===== config.mk =====
export PLATFORM = sky130hd
export DESIGN_NAME = bank_mac_flat
export DESIGN_NICKNAME = d
export VERILOG_FILES = /design/src/rtl/fir_pkg.sv /design/src/rtl/bank_mac_if.sv /design/src/rtl/dsp_mac.sv /design/src/rtl/bank_mac.sv /design/src/flat_wrapper.sv
export SDC_FILE = /design/constraint.sdc
export NUM_CORES = 2
export LEC_CHECK = 0
export CAP_MARGIN = 20
export CELL_PAD_IN_SITES_DETAIL_PLACEMENT = 0
export CELL_PAD_IN_SITES_GLOBAL_PLACEMENT = 2
export CORE_MARGIN = 5
export CORE_UTILIZATION = 30
export CTS_BUF_LIST = sky130_fd_sc_hd__clkbuf_4 sky130_fd_sc_hd__clkbuf_8
export DETAILED_ROUTE_END_ITERATION = 6
export GPL_TIMING_DRIVEN = 0
export PLACE_DENSITY = 0.72
export SLEW_MARGIN = 20
export SYNTH_ARGS = -nofsm -noshare
export SYNTH_HDL_FRONTEND = slang
export SYNTH_HIERARCHICAL = 1
export SYNTH_SLANG_ARGS = --single-unit

===== constraint.sdc =====
create_clock -name clk -period 6 [get_ports clk]
set_clock_uncertainty 0.05 [all_clocks]
set_input_delay 0.9 -clock clk [delete_from_list [all_inputs] [get_ports clk]]
set_output_delay 0.9 -clock clk [all_outputs]
set_load 0.05 [all_outputs]

===== src/rtl/fir_pkg.sv =====
// Shared constants, operand types and sign-extension helpers for the polyphase
// FIR bank, its MAC responder (bank_mac) and the decimator top.
package fir_pkg;

  localparam int M           = 20;  // decimation factor, clocks per frame
  localparam int BANK_LEN    = 6;   // coefficients per bank, M >= BANK_LEN+4
  localparam int TAP_WIDTH   = 16;
  localparam int DSP_A_WIDTH = 25;
  localparam int DSP_B_WIDTH = 18;
  localparam int DSP_P_WIDTH = 48;
  localparam int M_LOG2      = $clog2(M);
  localparam int COEF_AW     = $clog2(BANK_LEN);
  localparam int PROD_WIDTH  = DSP_A_WIDTH + DSP_B_WIDTH;

  typedef logic        [M_LOG2-1:0]      phase_t;
  typedef logic        [COEF_AW-1:0]     coef_addr_t;
  typedef logic signed [TAP_WIDTH-1:0]   tap_t;
  typedef logic signed [DSP_A_WIDTH-1:0] dsp_a_t;
  typedef logic signed [DSP_B_WIDTH-1:0] dsp_b_t;
  typedef logic signed [PROD_WIDTH-1:0]  prod_t;
  typedef logic signed [DSP_P_WIDTH-1:0] dsp_p_t;

  // Coefficient onto the multiplier A port, as the bank's operand mux does it.
  function automatic dsp_a_t sext_tap(input tap_t x);
    return {{(DSP_A_WIDTH - TAP_WIDTH){x[TAP_WIDTH-1]}}, x};
  endfunction

  // Full-precision product onto the accumulator width.
  function automatic dsp_p_t sext_prod(input prod_t x);
    return {{(DSP_P_WIDTH - PROD_WIDTH){x[PROD_WIDTH-1]}}, x};
  endfunction

endpackage


===== src/rtl/bank_mac_if.sv =====
// Bank <-> MAC responder signal bundle, including the host coefficient write port.
// The bank/host side uses the master modport, bank_mac uses the slave modport.
interface bank_mac_if;
  import fir_pkg::*;

  logic       clk_2mhz_pos_en;
  phase_t     tap_addr;
  tap_t       tap;
  logic       dsp_acc;
  dsp_a_t     dsp_a;
  dsp_b_t     dsp_b;
  dsp_p_t     dsp_p;
  dsp_p_t     dout;
  logic       dout_valid;
  logic       coef_wr_valid;
  logic       coef_wr_ready;
  coef_addr_t coef_wr_addr;
  tap_t       coef_wr_data;
  logic       overrun;

  modport master (
    output clk_2mhz_pos_en, dsp_a, dsp_b,
    output coef_wr_valid, coef_wr_addr, coef_wr_data,
    input  tap_addr, tap, dsp_acc, dsp_p, dout, dout_valid,
    input  coef_wr_ready, overrun
  );

  modport slave (
    input  clk_2mhz_pos_en, dsp_a, dsp_b,
    input  coef_wr_valid, coef_wr_addr, coef_wr_data,
    output tap_addr, tap, dsp_acc, dsp_p, dout, dout_valid,
    output coef_wr_ready, overrun
  );

endinterface


===== src/rtl/dsp_mac.sv =====
// Three-stage signed multiply-accumulate shaped for a DSP primitive:
// A/B input registers, product register, then the P accumulator.
module dsp_mac
  import fir_pkg::*;
(
  input  logic   clk,
  input  logic   rst_n,
  input  dsp_a_t a,
  input  dsp_b_t b,
  input  logic   acc,
  output dsp_p_t p
);

  dsp_a_t a_q;
  dsp_b_t b_q;
  prod_t  prod_q;
  logic   acc_d1;
  logic   acc_d2;

  // NOTE: every register here uses <= so all stages sample the previous
  // cycle's values; blocking = would collapse the pipeline into one stage.
  always_ff @(posedge clk or negedge rst_n) begin
    if (!rst_n) begin
      a_q    <= '0;
      b_q    <= '0;
      acc_d1 <= 1'b0;
      prod_q <= '0;
      acc_d2 <= 1'b0;
      p      <= '0;
    end else begin
      a_q    <= a;
      b_q    <= b;
      acc_d1 <= acc;
      // Both operands are signed, so the size casts sign-extend before multiplying.
      prod_q <= PROD_WIDTH'(a_q) * PROD_WIDTH'(b_q);
      acc_d2 <= acc_d1;
      p      <= acc_d2 ? p + sext_prod(prod_q) : sext_prod(prod_q);
    end
  end

endmodule


===== src/rtl/bank_mac.sv =====
// Per-bank MAC responder: sequences tap_addr over each frame, serves coefficients
// from a host-loaded memory, runs the shared MAC and captures the frame sum.
module bank_mac
  import fir_pkg::*;
(
  input logic       clk,
  input logic       rst_n,
  bank_mac_if.slave bus
);

  localparam logic [0:0] IDLE = 1'b0;
  localparam logic [0:0] RUN  = 1'b1;

  localparam phase_t LAST_PHASE    = phase_t'(M - 1);
  localparam phase_t END_PHASE     = phase_t'(M - 2);
  localparam phase_t CAPTURE_PHASE = phase_t'(BANK_LEN + 2);

  logic [0:0] state_q;
  logic [0:0] state_d;
  phase_t     tap_addr_q;
  phase_t     tap_addr_d;
  logic       dsp_acc_q;
  logic       ready_q;
  logic       overrun_q;
  tap_t       coef_q [BANK_LEN];
  tap_t       tap;
  logic       wr_fire;
  logic       capture;
  dsp_p_t     p;
  dsp_p_t     dout_q;
  logic       dout_valid_q;

  // IDLE parks on M-1 rather than 0: the bank shifts its delay line at phase 0.
  // RUN hands back to IDLE as the counter reaches M-1, so a strobe landing on
  // that last phase starts the next frame without an overrun.
  // NOTE: defaults before the case keep every path assigned, so no latch is inferred.
  always_comb begin
    state_d    = state_q;
    tap_addr_d = tap_addr_q;
    case (state_q)
      IDLE: begin
        if (bus.clk_2mhz_pos_en) begin
          state_d    = RUN;
          tap_addr_d = '0;
        end
      end
      RUN: begin
        tap_addr_d = tap_addr_q + phase_t'(1);
        if (tap_addr_q == END_PHASE) state_d = IDLE;
      end
      default: state_d = IDLE;
    endcase
  end

  // dsp_acc and coef_wr_ready are registered so both read 0 while in reset.
  always_ff @(posedge clk or negedge rst_n) begin
    if (!rst_n) begin
      state_q    <= IDLE;
      tap_addr_q <= LAST_PHASE;
      dsp_acc_q  <= 1'b0;
      ready_q    <= 1'b0;
      overrun_q  <= 1'b0;
    end else begin
      state_q    <= state_d;
      tap_addr_q <= tap_addr_d;
      dsp_acc_q  <= (tap_addr_d != '0);
      ready_q    <= (state_d == IDLE);
      if (state_q == RUN && bus.clk_2mhz_pos_en) overrun_q <= 1'b1;
    end
  end

  // Out-of-range addresses still complete the handshake but write nothing.
  assign wr_fire = bus.coef_wr_valid && ready_q && (int'(bus.coef_wr_addr) < BANK_LEN);

  // NOTE: the coefficient array is small and must read as zero after reset,
  // so it sits in flops with the async clear instead of a RAM macro.
  always_ff @(posedge clk or negedge rst_n) begin
    if (!rst_n) begin
      for (int i = 0; i < BANK_LEN; i++) coef_q[i] <= '0;
    end else if (wr_fire) begin
      coef_q[bus.coef_wr_addr] <= bus.coef_wr_data;
    end
  end

  always_comb begin
    tap = '0;
    if (int'(tap_addr_q) < BANK_LEN) tap = coef_q[tap_addr_q[COEF_AW-1:0]];
  end

  dsp_mac u_dsp_mac (
    .clk   (clk),
    .rst_n (rst_n),
    .a     (bus.dsp_a),
    .b     (bus.dsp_b),
    .acc   (dsp_acc_q),
    .p     (p)
  );

  // The last real product lands on P at phase BANK_LEN+2 of the frame.
  assign capture = (state_q == RUN) && (tap_addr_q == CAPTURE_PHASE);

  always_ff @(posedge clk or negedge rst_n) begin
    if (!rst_n) begin
      dout_q       <= '0;
      dout_valid_q <= 1'b0;
    end else begin
      dout_valid_q <= capture;
      if (capture) dout_q <= p;
    end
  end

  assign bus.tap_addr      = tap_addr_q;
  assign bus.tap           = tap;
  assign bus.dsp_acc       = dsp_acc_q;
  assign bus.dsp_p         = p;
  assign bus.dout          = dout_q;
  assign bus.dout_valid    = dout_valid_q;
  assign bus.coef_wr_ready = ready_q;
  assign bus.overrun       = overrun_q;

endmodule


===== src/flat_wrapper.sv =====
// flat-port wrapper written by rule: the top's interface ports become plain ports
module bank_mac_flat import fir_pkg::*;
  (clk, rst_n, bus_clk_2mhz_pos_en, bus_dsp_a, bus_dsp_b, bus_coef_wr_valid, bus_coef_wr_addr, bus_coef_wr_data, bus_tap_addr, bus_tap, bus_dsp_acc, bus_dsp_p, bus_dout, bus_dout_valid, bus_coef_wr_ready, bus_overrun);
  bank_mac_if bus_i ();
  input logic clk;
  input logic rst_n;
  input wire logic [$bits(bus_i.clk_2mhz_pos_en)-1:0] bus_clk_2mhz_pos_en;
  input wire logic [$bits(bus_i.dsp_a)-1:0] bus_dsp_a;
  input wire logic [$bits(bus_i.dsp_b)-1:0] bus_dsp_b;
  input wire logic [$bits(bus_i.coef_wr_valid)-1:0] bus_coef_wr_valid;
  input wire logic [$bits(bus_i.coef_wr_addr)-1:0] bus_coef_wr_addr;
  input wire logic [$bits(bus_i.coef_wr_data)-1:0] bus_coef_wr_data;
  output wire logic [$bits(bus_i.tap_addr)-1:0] bus_tap_addr;
  output wire logic [$bits(bus_i.tap)-1:0] bus_tap;
  output wire logic [$bits(bus_i.dsp_acc)-1:0] bus_dsp_acc;
  output wire logic [$bits(bus_i.dsp_p)-1:0] bus_dsp_p;
  output wire logic [$bits(bus_i.dout)-1:0] bus_dout;
  output wire logic [$bits(bus_i.dout_valid)-1:0] bus_dout_valid;
  output wire logic [$bits(bus_i.coef_wr_ready)-1:0] bus_coef_wr_ready;
  output wire logic [$bits(bus_i.overrun)-1:0] bus_overrun;
  assign bus_i.clk_2mhz_pos_en = bus_clk_2mhz_pos_en;
  assign bus_i.dsp_a = bus_dsp_a;
  assign bus_i.dsp_b = bus_dsp_b;
  assign bus_i.coef_wr_valid = bus_coef_wr_valid;
  assign bus_i.coef_wr_addr = bus_coef_wr_addr;
  assign bus_i.coef_wr_data = bus_coef_wr_data;
  assign bus_tap_addr = bus_i.tap_addr;
  assign bus_tap = bus_i.tap;
  assign bus_dsp_acc = bus_i.dsp_acc;
  assign bus_dsp_p = bus_i.dsp_p;
  assign bus_dout = bus_i.dout;
  assign bus_dout_valid = bus_i.dout_valid;
  assign bus_coef_wr_ready = bus_i.coef_wr_ready;
  assign bus_overrun = bus_i.overrun;
  bank_mac u_core (.clk(clk), .rst_n(rst_n), .bus(bus_i));
endmodule

Yosys cells after proc, flatten, opt, wreduce, memory -nomap -nowiden

Cells that the tools add are included.

Div/mod/pow operators: 0
Shifts and indexed selects: 0
Equal/unequal tests: 2
$lt $le $gt $ge: 5
Add/subtract/negate cells: 2
Reductions and logical operators: 6
Multiplexer cells: 13
Bitwise operators: 4
$mul: 1

Operators with widths:

| kind                                                       | count |
|---|---|
| bitwise mux 96 bit                                         | 1 |
| two-way mux 16 bit                                         | 4 |
| adder 48 x 43 -> 48 bit                                    | 1 |
| binary-select mux 16 bit (select 3 bit)                    | 1 |
| demux 16 bit (select 3 bit)                                | 1 |
| two-way mux 48 bit                                         | 1 |
| multiplier 25 x 18 -> 43 bit                               | 1 |
| case mux 5 bit (2 select lines)                            | 1 |
| greater-or-equal comparator 4 bit, second input constant   | 2 |
| inverter 3 -> 4 bit                                        | 2 |
| adder 5 x 1 -> 5 bit, second input constant                | 1 |
| equality test 5 x 4 -> 1 bit, second input constant        | 1 |
| equality test 5 bit, second input constant                 | 1 |
| logical AND 1 bit                                          | 5 |
| less-than comparator 5 x 3 -> 1 bit, second input constant | 1 |
| two-way mux 5 bit                                          | 1 |
| nonzero test 5 bit                                         | 1 |
| less-than comparator 4 x 1 -> 1 bit, second input constant | 1 |
| less-than comparator 3 bit, second input constant          | 1 |
| two-way mux 1 bit                                          | 2 |
| inverter 1 bit                                             | 2 |
| case mux 1 bit (2 select lines)                            | 1 |

Memories kept: 0
Register bits after elaboration: 290
Bits of input ports: 66
Bits in latches: 0
Logic and storage cells: 52
Bits in writable memories: 0
ROM bits: 0

Depth between registers and ports, before layout

Depth after elaboration: 6
Mapped depth: 25
Mapped depth without buffers: 23

By module

The synthesis kept the hierarchy.

By module, submodules not included:

| module   | area each (um^2) | cells each | times used | sequential area each (um^2) |
|---|---|---|---|---|
| dsp_mac  | 22391.5          | 2352       | 1          | 3403.3 |
| bank_mac | 6726.5           | 425        | 1          | 3857.4 |

Worst setup path before layout

OpenSTA, ideal clock, no wires.

Path kind: flip-flop to flip-flop
Start point: reg u_core.u_dsp_mac.a_q[10]
End point: reg u_core.u_dsp_mac.prod_q[42]
Cell stages (with the launch flop): 24
Path buffers: 3
Arrival: 6102 ps
Required time: 5870 ps
Setup slack: -232 ps
Cells stage by stage: dfrtp_1 > clkbuf_1 > clkbuf_1 > nand2_1 > fa_1 > inv_1 > fa_1 > fa_1 > fa_1 > fa_1 > inv_1 > fa_1 > inv_1 > ha_1 > clkbuf_2 > and4_1 > nand2_1 > or4b_1 > nand4_1 > a31oi_1 > o21ai_0 > a211oi_1 > o21bai_1 > xnor2_1

Word-level cells in the longest chain between the ends: 1

Ends and longest elaborated chain:

| item                         | line          | source |
|---|---|---|
| from (decl)                  | dsp_mac.sv:14 | `dsp_a_t a_q;` |
| from (signal assigned)       | dsp_mac.sv:24 | `a_q <= '0;` |
| from (signal assigned)       | dsp_mac.sv:31 | `a_q <= a;` |
| multiplier 25 x 18 -> 43 bit | dsp_mac.sv:35 | `prod_q <= PROD_WIDTH'(a_q) * PROD_WIDTH'(b_q);` |
| to (signal assigned)         | dsp_mac.sv:35 |  |
| to (decl)                    | dsp_mac.sv:16 | `prod_t prod_q;` |

Every way passes these cells.
A chain may end at the register's enable or synchronous reset.

Worst setup path after layout

Start point: reg u_core.u_dsp_mac.b_q[0]
End point: reg u_core.u_dsp_mac.prod_q[42]

Word-level cells in the longest chain between the ends: 1

Ends and longest elaborated chain:

| item                         | line          | source |
|---|---|---|
| from (decl)                  | dsp_mac.sv:15 | `dsp_b_t b_q;` |
| from (signal assigned)       | dsp_mac.sv:25 | `b_q <= '0;` |
| from (signal assigned)       | dsp_mac.sv:32 | `b_q <= b;` |
| multiplier 25 x 18 -> 43 bit | dsp_mac.sv:35 |  |

Every way passes these cells.

==> flow_summary.json <==
{
  "status": "complete, but fails checks",
  "failed_checks": "setup timing",
  "place_inst": 4241,
  "tightest_slew_ns": 0.906,
  "crit_slowest_cell": "fa_2",
  "coreArea_sq_um": 96600,
  "slowest_delay_ns": 0.57,
  "ys_types": 85,
  "clkSinkCount": 290,
  "final_cell_mix": "inv_1 (470), fa_1 (423), nand2_1 (288), dfrtp_1 (249), mux2_2 (187)",
  "cts.clk_slew.worst_paths_ns": 0.06,
  "grt_antenna_before_repair": 7,
  "grt_usage_pct": 17.7,
  "synth_xor_area_share_pct": 2.56,
  "critPathBufInv": 7,
  "final_max_slew_viol_count": 0,
  "drive_above_1_share_pct": 24.0,
  "critPathLaunchType": "flip-flop",
  "ys_top_cells_by_area": "fa_1 (30%), dfrtp_1 (25%), mux2_2 (7.2%)",
  "overflow": 0,
  "critical-path-top-delay-family": "adder cells",
  "synth_top_family_by_area": "adder cells",
  "synthAdderAreaFrac_pct": 37.1,
  "yosys_warnings": 6,
  "clockRootBuffer": "clkbuf_8",
  "route.detailed.drc": 0,
  "ant_nets": 0,
  "synth_top_area_cell": "fa_1",
  "synthMuxAreaShare_pct": 9.11,
  "cts_tree": "yes",
  "netlist.area_leader.share_pct": 30.4,
  "clock_latency_ns": 0.69,
  "syn_avg_cell_area_sq_um": 10.5,
  "grt_start_max_net_pins": 92,
  "dieWidth_um": 322,
  "hold_viol_final": 0,
  "multiInputGateArea_sq_um": 20100,
  "rsz0062_at_grt": "yes",
  "fin_crit_ns": 6.54,
  "grt_first_pass_wirelength_mm": 139,
  "die_area_sq_um": 103000,
  "holdCritPathClass": "in -> async",
  "num_rows": 114,
  "ys_seq_area_share_pct": 24.9,
  "maxCapViolations": 0,
  "drtIter0Drc": 1047,
  "synth_edf_count": 0,
  "crit_chain": "clkbuf_16 > nand2_1 > fa_1 > inv_1 > fa_1 > inv_1 > fa_1 > fa_1 > inv_1 > fa_1 > inv_1 > fa_2 > inv_2 > ha_4 > inv_1 > o31ai_2 > a22oi_2 > nand4_1 > a31oi_4 > o21ai_4 > a211oi_2 > o21bai_1 > xnor2_2",
  "synth.net_count": 3442,
  "area_delta_synth_final_pct": 25.2,
  "worst-endpoint-arrival_ns": 7.04,
  "synth-simple-area-share_pct": 11.3,
  "place_congestion": 0.844,
  "synthCells": 2777,
  "final_common_cell": "inv_1",
  "detail_route.wirelength_mm": 91.6,
  "fillerInstances": 9720,
  "critical_path_depth": 23,
  "required_ns": 6.50,
  "cp-end-kind": "flip-flop",
  "vias": 20648,
  "ys_ff_latch": 290,
  "via_per_inst": 4.63,
  "path_class": "reg -> reg",
  "synthesis.area_sq_um": 29100,
  "ys.flop_type": "dfrtp_1",
  "min_period_over_period_pct": 109,
  "io_buffers": 185,
  "dieHeight_um": 322,
  "cts-htree-levels": 2,
  "num-nets-final": 3804,
  "setup_slack_ns": -0.539,
  "dp_hpwl_mm": 70.3,
  "crit_fanout": 5,
  "wl_per_cell_um": 20.5,
  "regArea_sq_um": 7320,
  "numCtsBuffers": 55,
  "synthArstFlopShare_pct": 100,
  "cts_buffer_depth": 3,
  "slew-limit-headroom_pct": 39.6,
  "io-pin-count": 187,
  "grt_pass1_vias": 22267,
  "synth_compound_area_share_pct": 6.44,
  "worstRegToRegCells": 23,
  "max_freq_mhz": 153,
  "initial_core_util_pct": 30.2,
  "firstDrtPassIters": 5,
  "finalSetupViolCount": 17,
  "stdcell_count": 4461
}
==> cell usage after synthesis (16+ instances only) <==
library cell,count
inv_1,508
fa_1,442
nand2_1,312
dfrtp_1,287
mux2_2,187
and2_1,168
ha_1,157
clkbuf_1,89
nor2_1,77
a21oi_1,74
xnor2_1,61
a21o_1,53
o21ai_0,49
nand3_1,29
xor2_1,24
a22oi_1,18
mux4_2,16
==> registers in the layout (all words and copies together), names as in the netlist, 5 cells and up <==
signal	count
u_core/u_dsp_mac/prod_q	43
u_core/bus.dout	48
u_core/u_dsp_mac/a_q	25
u_core/coef_q	96
u_core/bus.tap_addr	5
u_core/u_dsp_mac/b_q	18
u_core/u_dsp_mac/p	48
==> worst paths after layout <==
| path | startpoint | to | slack, ns |
|---|---|---|---|
| worst max-delay path | u_core/u_dsp_mac/b_q[0]$_DFF_PN0_ | u_core/u_dsp_mac/prod_q[42]$_DFF_PN0_ | -0.54 |
| worst min-delay path | rst_n | u_core/bus.dout[8]$_DFFE_PN0P_ | 0.1 |
| worst max register to register | u_core/u_dsp_mac/b_q[0]$_DFF_PN0_ | u_core/u_dsp_mac/prod_q[42]$_DFF_PN0_ | -0.54 |
| worst min register to register | u_core/u_dsp_mac/acc_d1$_DFF_PN0_ | u_core/u_dsp_mac/acc_d2$_DFF_PN0_ | 0.31 |
| max in group asynchronous | rst_n | u_core/u_dsp_mac/b_q[3]$_DFF_PN0_ | 4.63 |
| min in group clk | u_core/u_dsp_mac/acc_d1$_DFF_PN0_ | u_core/u_dsp_mac/acc_d2$_DFF_PN0_ | 0.31 |
==> cells by family (layout without fill, tap and decap cells) <==
logic type      after synthesis  count (layout)
other cells                   0               3
compound gates              282             282
simple gates                676             676
mux                         217             217
xor+xnor                     85              85
buf+inv                     628            1033
flops                       290             290
fa+ha+maj                   599             599
==> per-stage QoR <==
step / setup slack (ns) / util [%] / TNS [ns] / hold WS (ns) / cell area (sq um)
global route: -0.715 / 37.7 / -8.05 / 0.0870 / 36400
finish: -0.539 / 37.7 / -4.43 / 0.0977 / 36400
CTS: -0.617 / 36.9 / -3.80 / 0.0462 / 35600
global placement: -9.86 / 33.8 / -2868.61 / 0.291 / 32600
floorplan: 0.00172 / - / 0 / 0.281 / 29200
detailed placement: -2.21 / 33.9 / -35.86 / 0.286 / 32700
==> layer usage <==
metal	global-route usage [%]	routed length (um)
met5	0	14
met4	4.47	2420
met2	29.0	42900
met3	3.72	5500
met1	24.2	40700
==> cell type report <==
type / instances / area share, %
clock buffers: 88 / 3.00
inverters: 509 / 5.24
plain buffers: 108 / 3.41
well taps: 1276 / 4.38
diodes: 3 / 0.0206
clock inverters: 12 / 0.350
flip-flops and latches: 290 / 20.1
multi-input cells: 1859 / 55.1
repair buffers: 316 / 8.47
==> what timing repair did <==
action	in CTS	in global routing
pin swaps	54	57
gates cloned	0	1
resized for setup	317	127
setup buffers	74	55
endpoints found under the setup margin	29	26
hold buffers	0	0
Power is left out: the tool's default activity adds up to more than one toggle a clock period on the data nets, which glitch-free logic cannot reach.
